[config.mk]
export PLATFORM = sky130hd
export DESIGN_NAME = mcp4725_i2c_responder
export DESIGN_NICKNAME = d
export VERILOG_FILES = /design/src/rtl/mcp4725_i2c_responder.sv
export SDC_FILE = /design/constraint.sdc
export NUM_CORES = 1
export LEC_CHECK = 0
export ABC_AREA = 1
export CORE_ASPECT_RATIO = 0.9
export CORE_UTILIZATION = 58
export DETAILED_ROUTE_END_ITERATION = 12
export GPL_TIMING_DRIVEN = 0
export PLACE_DENSITY_LB_ADDON = 0.25
export SETUP_SLACK_MARGIN = 0.05
export SKIP_CTS_REPAIR_TIMING = 1
export SLEW_MARGIN = 20
export SYNTH_ARGS = -nofsm -noshare
export SYNTH_HDL_FRONTEND = slang
export SYNTH_SLANG_ARGS = --single-unit
[constraint.sdc]
create_clock -name clk -period 2.5 [get_ports clk]
set_clock_uncertainty 0.2 [all_clocks]
set_input_delay 0.25 -clock clk [delete_from_list [all_inputs] [get_ports clk]]
set_output_delay 0.25 -clock clk [all_outputs]
set_load 0.05 [all_outputs]
[src/rtl/mcp4725_i2c_responder.sv]
// -----------------------------------------------------------------------------
// mcp4725_i2c_responder
//   I2C write-only target that behaves like the MCP4725 DAC in fast-write mode.
//   It decodes the device address, accepts byte pairs
//   {0 0 PD1 PD0 D11..D8} {D7..D0}, ACKs accepted bytes, and presents each
//   committed pair to fabric logic.
//
// Ports
//   clk        system clock (must run at least 8x sclk)
//   rst        asynchronous, active-low reset
//   sclk       bus clock from the master (asynchronous to clk)
//   sdata_in   bus data read back from the pad
//   sdata_out  bus data to the pad (only ever 0 while driving)
//   io_dir     1 = pad released, 0 = pad drives sdata_out
//   dac_value  last committed 12-bit DAC code
//   pd_mode    last committed PD1:PD0
//   data_valid one-clk pulse when dac_value/pd_mode update
//   cmd_err    one-clk pulse when a first data byte has C2:C1 != 00
//   busy       high from a valid START until STOP
// -----------------------------------------------------------------------------
module mcp4725_i2c_responder #(
  parameter logic [6:0] DEV_ADDR    = 7'b1100110,
  parameter int         SYNC_STAGES = 2
) (
  input  logic        clk,
  input  logic        rst,
  input  logic        sclk,
  input  logic        sdata_in,
  output logic        sdata_out,
  output logic        io_dir,
  output logic [11:0] dac_value,
  output logic [1:0]  pd_mode,
  output logic        data_valid,
  output logic        cmd_err,
  output logic        busy
);

  typedef enum logic [2:0] {
    IDLE, ADDR, ADDR_ACK, DATA1, ACK1, DATA2, ACK2, IGNORE
  } state_t;

  // Synchronizers reset to 1 so an idle (pulled-up) bus produces no edges.
  logic [SYNC_STAGES-1:0] scl_sync_reg;
  logic [SYNC_STAGES-1:0] sda_sync_reg;
  logic                   scl_d_reg;
  logic                   sda_d_reg;

  always_ff @(posedge clk or negedge rst) begin
    if (!rst) begin
      scl_sync_reg <= '1;
      sda_sync_reg <= '1;
      scl_d_reg    <= 1'b1;
      sda_d_reg    <= 1'b1;
    end else begin
      scl_sync_reg <= {scl_sync_reg[SYNC_STAGES-2:0], sclk};
      sda_sync_reg <= {sda_sync_reg[SYNC_STAGES-2:0], sdata_in};
      scl_d_reg    <= scl_sync_reg[SYNC_STAGES-1];
      sda_d_reg    <= sda_sync_reg[SYNC_STAGES-1];
    end
  end

  logic scl, sda;
  logic scl_rise, scl_fall, start_cond, stop_cond;

  assign scl      = scl_sync_reg[SYNC_STAGES-1];
  assign sda      = sda_sync_reg[SYNC_STAGES-1];
  assign scl_rise = scl & ~scl_d_reg;
  assign scl_fall = ~scl & scl_d_reg;
  // SCL must be high in both samples, so a simultaneous SCL/SDA change is
  // treated as ordinary data rather than a bus condition.
  assign start_cond = scl & scl_d_reg & sda_d_reg & ~sda;
  assign stop_cond  = scl & scl_d_reg & ~sda_d_reg & sda;

  state_t      state_reg;
  logic [2:0]  bit_cnt_reg;
  logic [7:0]  shift_reg;
  logic        byte_rdy_reg;   // eight bits captured, waiting for the next SCL fall
  logic [1:0]  hold_pd_reg;
  logic [3:0]  hold_hi_reg;

  always_ff @(posedge clk or negedge rst) begin
    if (!rst) begin
      state_reg    <= IDLE;
      bit_cnt_reg  <= 3'd0;
      shift_reg    <= 8'd0;
      byte_rdy_reg <= 1'b0;
      hold_pd_reg  <= 2'd0;
      hold_hi_reg  <= 4'd0;
      sdata_out    <= 1'b1;
      io_dir       <= 1'b1;
      dac_value    <= 12'd0;
      pd_mode      <= 2'd0;
      data_valid   <= 1'b0;
      cmd_err      <= 1'b0;
      busy         <= 1'b0;
    end else begin
      data_valid <= 1'b0;
      cmd_err    <= 1'b0;

      if (start_cond) begin
        // Valid in every state, including a repeated START mid-frame.
        state_reg    <= ADDR;
        busy         <= 1'b1;
        io_dir       <= 1'b1;
        sdata_out    <= 1'b1;
        bit_cnt_reg  <= 3'd0;
        byte_rdy_reg <= 1'b0;
      end else if (stop_cond) begin
        state_reg    <= IDLE;
        busy         <= 1'b0;
        io_dir       <= 1'b1;
        sdata_out    <= 1'b1;
        bit_cnt_reg  <= 3'd0;
        byte_rdy_reg <= 1'b0;
      end else begin
        case (state_reg)
          ADDR, DATA1, DATA2: begin
            if (scl_rise) begin
              shift_reg   <= {shift_reg[6:0], sda};
              bit_cnt_reg <= bit_cnt_reg + 3'd1;
              if (bit_cnt_reg == 3'd7) byte_rdy_reg <= 1'b1;
            end else if (scl_fall && byte_rdy_reg) begin
              byte_rdy_reg <= 1'b0;
              if (state_reg == ADDR) begin
                if (shift_reg[7:1] == DEV_ADDR && !shift_reg[0]) begin
                  io_dir    <= 1'b0;
                  sdata_out <= 1'b0;
                  state_reg <= ADDR_ACK;
                end else begin
                  state_reg <= IGNORE;
                end
              end else if (state_reg == DATA1) begin
                if (shift_reg[7:6] == 2'b00) begin
                  hold_pd_reg <= shift_reg[5:4];
                  hold_hi_reg <= shift_reg[3:0];
                  io_dir      <= 1'b0;
                  sdata_out   <= 1'b0;
                  state_reg   <= ACK1;
                end else begin
                  cmd_err   <= 1'b1;
                  state_reg <= IGNORE;
                end
              end else begin
                // Second byte of a pair: commit as the ACK drive begins.
                dac_value  <= {hold_hi_reg, shift_reg};
                pd_mode    <= hold_pd_reg;
                data_valid <= 1'b1;
                io_dir     <= 1'b0;
                sdata_out  <= 1'b0;
                state_reg  <= ACK2;
              end
            end
          end
          ADDR_ACK, ACK1, ACK2: begin
            if (scl_fall) begin
              io_dir      <= 1'b1;
              sdata_out   <= 1'b1;
              bit_cnt_reg <= 3'd0;
              state_reg   <= (state_reg == ACK1) ? DATA2 : DATA1;
            end
          end
          IDLE, IGNORE: ;
          default: state_reg <= IDLE;
        endcase
      end
    end
  end

endmodule

==> results of run 1 <==
## synthesized netlist by cell type
cell       n
nand2_1   55
dfrtp_1   38
inv_1     22
nor2_1    21
o21ai_0   16
mux2_2     8
a21oi_1    7
dfstp_2    7
o21ai_2    6
nand3_1    4
nor2_2     4
buf_4      3
buf_6      2
ha_1       2
nor2_4     2
a21o_4     1
inv_2      1
nand2_2    1
o211ai_1   1
or2_2      1
## routing by layer
| layer | share of wire, % | wire length, um | global-route usage (%) |
|---|---|---|---|
| met2 | 48 | 1823 | 37.33 |
| met5 | 0 | 0 | 0 |
| met4 | 2.3 | 87 | 12.29 |
| met3 | 6.4 | 243 | 5.894 |
| met1 | 43 | 1613 | 33.74 |
## report_power, final
group	internal (mW)	leakage (nW)	switching, mW
sequential	0.844	0.592	0.0856
combinational	0.209	0.522	0.437
clock	0.219	0.0443	0.220
## cell type report
cell class,count,share of cell area (%)
Sequential cell,45,48.89
Multi-Input combinational cell,129,28.89
Timing Repair Buffer,24,10.57
Clock buffer,7,3.720
Inverter,23,3.720
Tap cell,42,2.264
Buffer,5,1.941
## path summary, 6_finish.rpt
kind | start | end | slack, ns | depth (start not counted)
worst max-delay path | io_dir | sdata_out | 0.35 | 2
worst min-delay path | sda_sync_reg[0] | sda_sync_reg[1] | 0.16 | 0
worst max register to register | scl_d_reg | dac_value[11] | 0.69 | 4
worst min register to register | sda_sync_reg[0] | sda_sync_reg[1] | 0.16 | 0
max in group asynchronous | rst | shift_reg[0] | 1.46 | 3
min in group asynchronous | rst | state_reg[0] | 0.18 | 2
## worst max-delay path, delay by kind of cell, from the launching register on
family	cells	cell delay, ns
DFF	1	0.54
buffers and inverters	2	0.88
## per-stage QoR
| stage | setup TNS, ns | utilization [%] | cell area (um^2) | total power [mW] | hold slack (ns) |
|---|---|---|---|---|---|
| after floorplan | 0 | - | 1937 | 1.399 | -0.2456 |
| after global placement | -3.231 | 70.95 | 2210 | 1.536 | 0.1459 |
| after detailed placement | 0 | 71.43 | 2225 | 1.580 | -0.03302 |
| after CTS | 0 | 74.21 | 2311 | 2.026 | -0.3486 |
| after global routing | 0 | 74.53 | 2321 | 2.146 | 0.1555 |
| final | 0 | 74.53 | 2321 | 2.014 | 0.1567 |
## cell families (layout without fill, tap and decap cells)
| kind of cell | after synthesis | after routing | share of synthesized area [%] |
|---|---|---|---|
| and+or+nand+nor | 88 | 88 | 18.86 |
| DFF | 45 | 45 | 58.59 |
| AOI/OAI and AO/OA | 31 | 31 | 9.819 |
| buffers and inverters | 28 | 59 | 6.783 |
| muxes | 8 | 8 | 4.651 |
| adders and majority gates | 2 | 2 | 1.292 |
## layout by cell type (no fill, tap or decap)
master / n
a21o_4: 1
a21oi_1: 7
buf_12: 1
buf_2: 1
buf_4: 3
buf_6: 2
clkbuf_1: 1
clkbuf_8: 6
clkdlybuf4s50_1: 21
dfrtp_1: 38
dfstp_2: 7
dlygate4sd3_1: 1
ha_1: 2
inv_1: 22
inv_2: 1
mux2_2: 8
nand2_1: 55
nand2_2: 1
nand3_1: 4
nor2_1: 21
nor2_2: 4
nor2_4: 2
o211ai_1: 1
o21ai_0: 16
o21ai_2: 6
or2_2: 1
==> qor.csv, run 1 <==
stage,metric,value,unit
clock_tree,Sink Count,45,
yosys,#FFs+latches synth,45,
power,Power Density,867.9,mW/mm^2
cells_and_area,Finished Layout Cells,275,
timing,Final min period,2.155,ns
setup_path,Slowest cell on crit path,clkdlybuf4s50_1,
clock_tree,clk buf depth,2,
die,Initial Util,62.19,%
route,DRC viols,0,
die,DIE AREA,0.003575,mm^2
route,wire length per cell,13.70,um
yosys,Cells after Synth,202,
cells_and_area,Largest register FFs,12,
grt,global route overflow,0,
flow_run,Max Cap Viol,0,
die,die width,62.92,um
route,Final ANT Viol Nets,0,
setup_path,crit-path cells,buf_4 > clkdlybuf4s50_1,
power,Leak Pwr,1.157,nW
grt,initial antenna violation count,0,
yosys,share of the synthesized area in the top cell type,49.10,%
yosys,YS warnings,0,
setup_path,Critical Path RT,2.05,ns
yosys,Avg Inst Size Synth,9.588,um^2
clock_tree,clock root cell,clkbuf_8,
clock_tree,clk slew on worst S/H paths,0.07,ns
worst_hold_path,Hold Crit Class,flop to flop,
grt,global-route wire length before repair,6637,um
cells_and_area,register area,0.001135,mm^2
timing,Setup Viol. Count Final,0,
die,core area,0.003114,mm^2
route,DR vias,1464,
setup_path,Arrival @ worst endpoint,1.70,ns
timing,fmax,0.4641,GHz
route,Vias per Instance,5.324,
setup_path,crit end category,primary output,
power,Peak VDD IR,0.6179,mV
outcome,outcome,"finished, final reports clean",
timing,Setup WS post-layout,0.3453,ns
cells_and_area,layout cells sized above 1,18.88,%
route,initial DRC count,191,
die,# IOs,23,
die,die height,56.82,um
yosys,"area leader, netlist",dfrtp_1,
clock_tree,CTS tree,yes,
die,Rows,19,
place,worst slack at placement,0.6536,ns
place,dpl cells,267,
place,dpl hpwl,2741,um
yosys,Unique masters post-synth,20,
cells_and_area,multi-input gate area in the final layout,670.6,um^2
cells_and_area,fill cell count,216,
timing,Final Cycle Share,86.19,%
yosys,Netlist Area Pre-Place,0.001937,mm^2
grt,GRT Util Overall,24.82,%
setup_path,Setup CP Type,flop to primary output,
place,global placement routability congestion,0.8982,
grt,largest net degree at the start of global routing,33,
setup_path,crit start category,flop,
route,TritonRoute pass-1 iters,4,
timing,Tightest Pin Transition,0.5085,ns
setup_path,Critical Path Fanout Max,3,
timing,"Slew Viols, Final",0,
route,Post-Route WL,3768,um
timing,RSZ-0062 raised after global routing,no,
yosys,Synth area leaders,"dfrtp_1, nand2_1, dfstp_2",
cells_and_area,Synth-to-Final Area Change,19.83,%
yosys,sequential fraction of the synthesis area,58.59,%
cells_and_area,Inserted Diodes,0,
clock_tree,number of H-tree levels,2,
timing,Final Hold Viols,0,
grt,vias in the first global route,1430,
cells_and_area,fin nets,239,
setup_path,max incr delay on CP,0.78,ns
timing,slew margin rel.,66.00,%
place,PortBufs,22,
yosys,syn_nets,208,
clock_tree,CTS buffer count,5,
clock_tree,clk_lat worst skew,0.29,ns
(Power assumes the default switching activity.)
==> inputs of run 2 (changes only) <==
- SETUP_SLACK_MARGIN: 0.05 -> default
==> results of run 2 <==
Same layout as run 1: the final DEF is identical, and so are final timing and power.
==> inputs of run 3 (changes only) <==
- CELL_PAD_IN_SITES_DETAIL_PLACEMENT: default -> 0
- CELL_PAD_IN_SITES_GLOBAL_PLACEMENT: default -> 2
- CORE_UTILIZATION: 58 -> 37
==> qor.csv, run 3 (synthesis gave the netlist of run 1 again) <==
stage,metric,value,unit,change
outcome,outcome,"finished, final reports clean",,
grt,largest net degree at the start of global routing,30,,-9.1%
die,core area,0.004925,mm^2,+58%
power,Power Density,920.3,mW/mm^2,+6.0%
timing,Final Cycle Share,86.75,%,+0.56 points
cells_and_area,fin area,0.002397,mm^2,+3.3%
route,Final ANT Viol Nets,0,,unchanged
cells_and_area,fin nets,239,,unchanged
clock_tree,clock root cell,clkbuf_8,,
setup_path,max incr delay on CP,0.78,ns,about the same
grt,GRT Util Overall,15.92,%,-8.9 points
clock_tree,Sink Count,45,,unchanged
timing,"Slew Viols, Final",0,,unchanged
die,Initial Util,39.33,%,-23 points
cells_and_area,Inserted Diodes,0,,unchanged
setup_path,Arrival @ worst endpoint,1.72,ns,+0.02 ns
setup_path,Slowest cell on crit path,clkdlybuf4s50_1,,
clock_tree,number of H-tree levels,2,,unchanged
power,Design Power,2.206,mW,+9.5%
cells_and_area,fin util,48.68,%,-26 points
timing,Setup WS post-layout,0.3313,ns,-0.01398 ns
die,DIE AREA,0.005529,mm^2,+55%
setup_path,crit path launch,io_dir,,
cells_and_area,Synth-to-Final Area Change,23.77,%,
place,PortBufs,22,,unchanged
setup_path,Setup CP Type,flop to primary output,,
setup_path,Crit Reg-Reg Startpoint,scl_d_reg,,
cells_and_area,most frequent cells in the layout,"nand2_1, dfrtp_1, inv_1, nor2_1, clkdlybuf4s50_1",,
timing,Tightest Pin Transition,0.5034,ns,-0.005030 ns
place,global placement routability congestion,0.7759,,-14%
flow_run,Max Cap Viol,0,,unchanged
route,DRC viols,0,,unchanged
setup_path,Critical Path RT,2.05,ns,about the same
route,Vias per Instance,4.589,,-14%
setup_path,Reg2Reg Depth,4,,unchanged
cells_and_area,"most common cell after layout, fill and taps aside",nand2_1,,
timing,RSZ-0062 raised after global routing,no,,
clock_tree,clk_lat worst skew,0.30,ns,about the same
place,worst slack at placement,0.6472,ns,-0.006450 ns
route,Post-Route WL,3816,um,+1.3%
place,Post-DP Area,0.002253,mm^2,+1.3%
grt,global route overflow,0,,unchanged
setup_path,r2r endpoint,dac_value[9],,
cells_and_area,layout cells sized above 1,19.66,%,+0.77 points
cells_and_area,Largest register FFs,12,,unchanged
place,dpl hpwl,2825,um,+3.1%
setup_path,Critical Path Fanout Max,3,,unchanged
route,wire length per cell,12.76,um,-6.9%
timing,fmax,0.4611,GHz,-0.64%
clock_tree,clk slew on worst S/H paths,0.08,ns,about the same
clock_tree,CTS buffer count,5,,unchanged
timing,Final Hold Viols,0,,unchanged
route,TritonRoute pass-1 iters,4,,unchanged
timing,Final min period,2.169,ns,+0.01398 ns
clock_tree,clk buf depth,2,,unchanged
clock_tree,CTS tree,yes,,
route,DR vias,1372,,-6.3%
setup_path,crit start category,flop,,
power,Peak VDD IR,0.3766,mV,-39%
grt,vias in the first global route,1376,,-3.8%
route,initial DRC count,45,,-76%
die,# IOs,23,,unchanged
timing,hold slack,0.1638,ns,+0.007092 ns
die,die height,70.64,um,+24%
timing,Setup Viol. Count Final,0,,unchanged
timing,slew margin rel.,66.33,%,+0.34 points
die,Rows,24,,+5
grt,initial antenna violation count,0,,unchanged
worst_hold_path,Hold Crit Class,flop to flop,,
grt,global-route wire length before repair,6617,um,-0.30%
die,die width,78.27,um,+24%
setup_path,Setup crit end,sdata_out,,
setup_path,crit end category,primary output,,
setup_path,R2R setup slack,0.70,ns,about the same
setup_path,crit-path cells,buf_4 > clkdlybuf4s50_1,,
power,Leak Pwr,1.181,nW,+2.1%
## run 3: worst min path at each step
| stage | start | end | slack [ns] | cells past startpoint |
|---|---|---|---|---|
| final | sda_sync_reg[0] | sda_sync_reg[1] | 0.16 | 0 |
| after global routing | sclk | scl_sync_reg[0] | 0.16 | 1 |
| after CTS | rst | dac_value[5] | -0.33 | 1 |
| after detailed placement | rst | dac_value[3] | 0.004 | 1 |
| after global placement | scl_sync_reg[0] | scl_sync_reg[1] | 0.15 | 0 |
| after floorplan | rst | bit_cnt_reg[0] | -0.25 | 0 |
## run 3: where the power goes
| part | internal, mW | switching (mW) | leakage, nW |
|---|---|---|---|
| clock network | 0.397 | 0.248 | 0.0681 |
| registers | 0.844 | 0.0834 | 0.592 |
| logic | 0.209 | 0.425 | 0.522 |
| total | 1.45 | 0.756 | 1.18 |
## run 3: routing by layer
layer / part of all wire, % / global-route usage [%]
met1: 49 / 22.22
met2: 45 / 23.88
met3: 5.0 / 4.000
met4: 1.5 / 6.173
met5: 0 / 0
## run 3: per-stage QoR
step,TNS [ns],cells
4_1_cts,0,298
5_1_grt,0,299
3_5_place_dp,0,290
3_3_place_gp,-6.264,289
6_report,0,299
2_1_floorplan,0,202
## run 3: final cells by class
type,instances,area (um^2)
Clock buffer,5,68.82
Tap cell,65,81.33
Multi-Input combinational cell,129,670.6
Inverter,23,86.33
Clock inverter,3,65.06
Sequential cell,45,1135
Fill cell,481,2527
Buffer,5,45.04
Timing Repair Buffer,24,245.2
## run 3: critical path: cells and delay by family, from the launching register on
| family | cells | cell delay [ns] |
|---|---|---|
| buf+inv | 2 | 0.88 |
| flops | 1 | 0.55 |
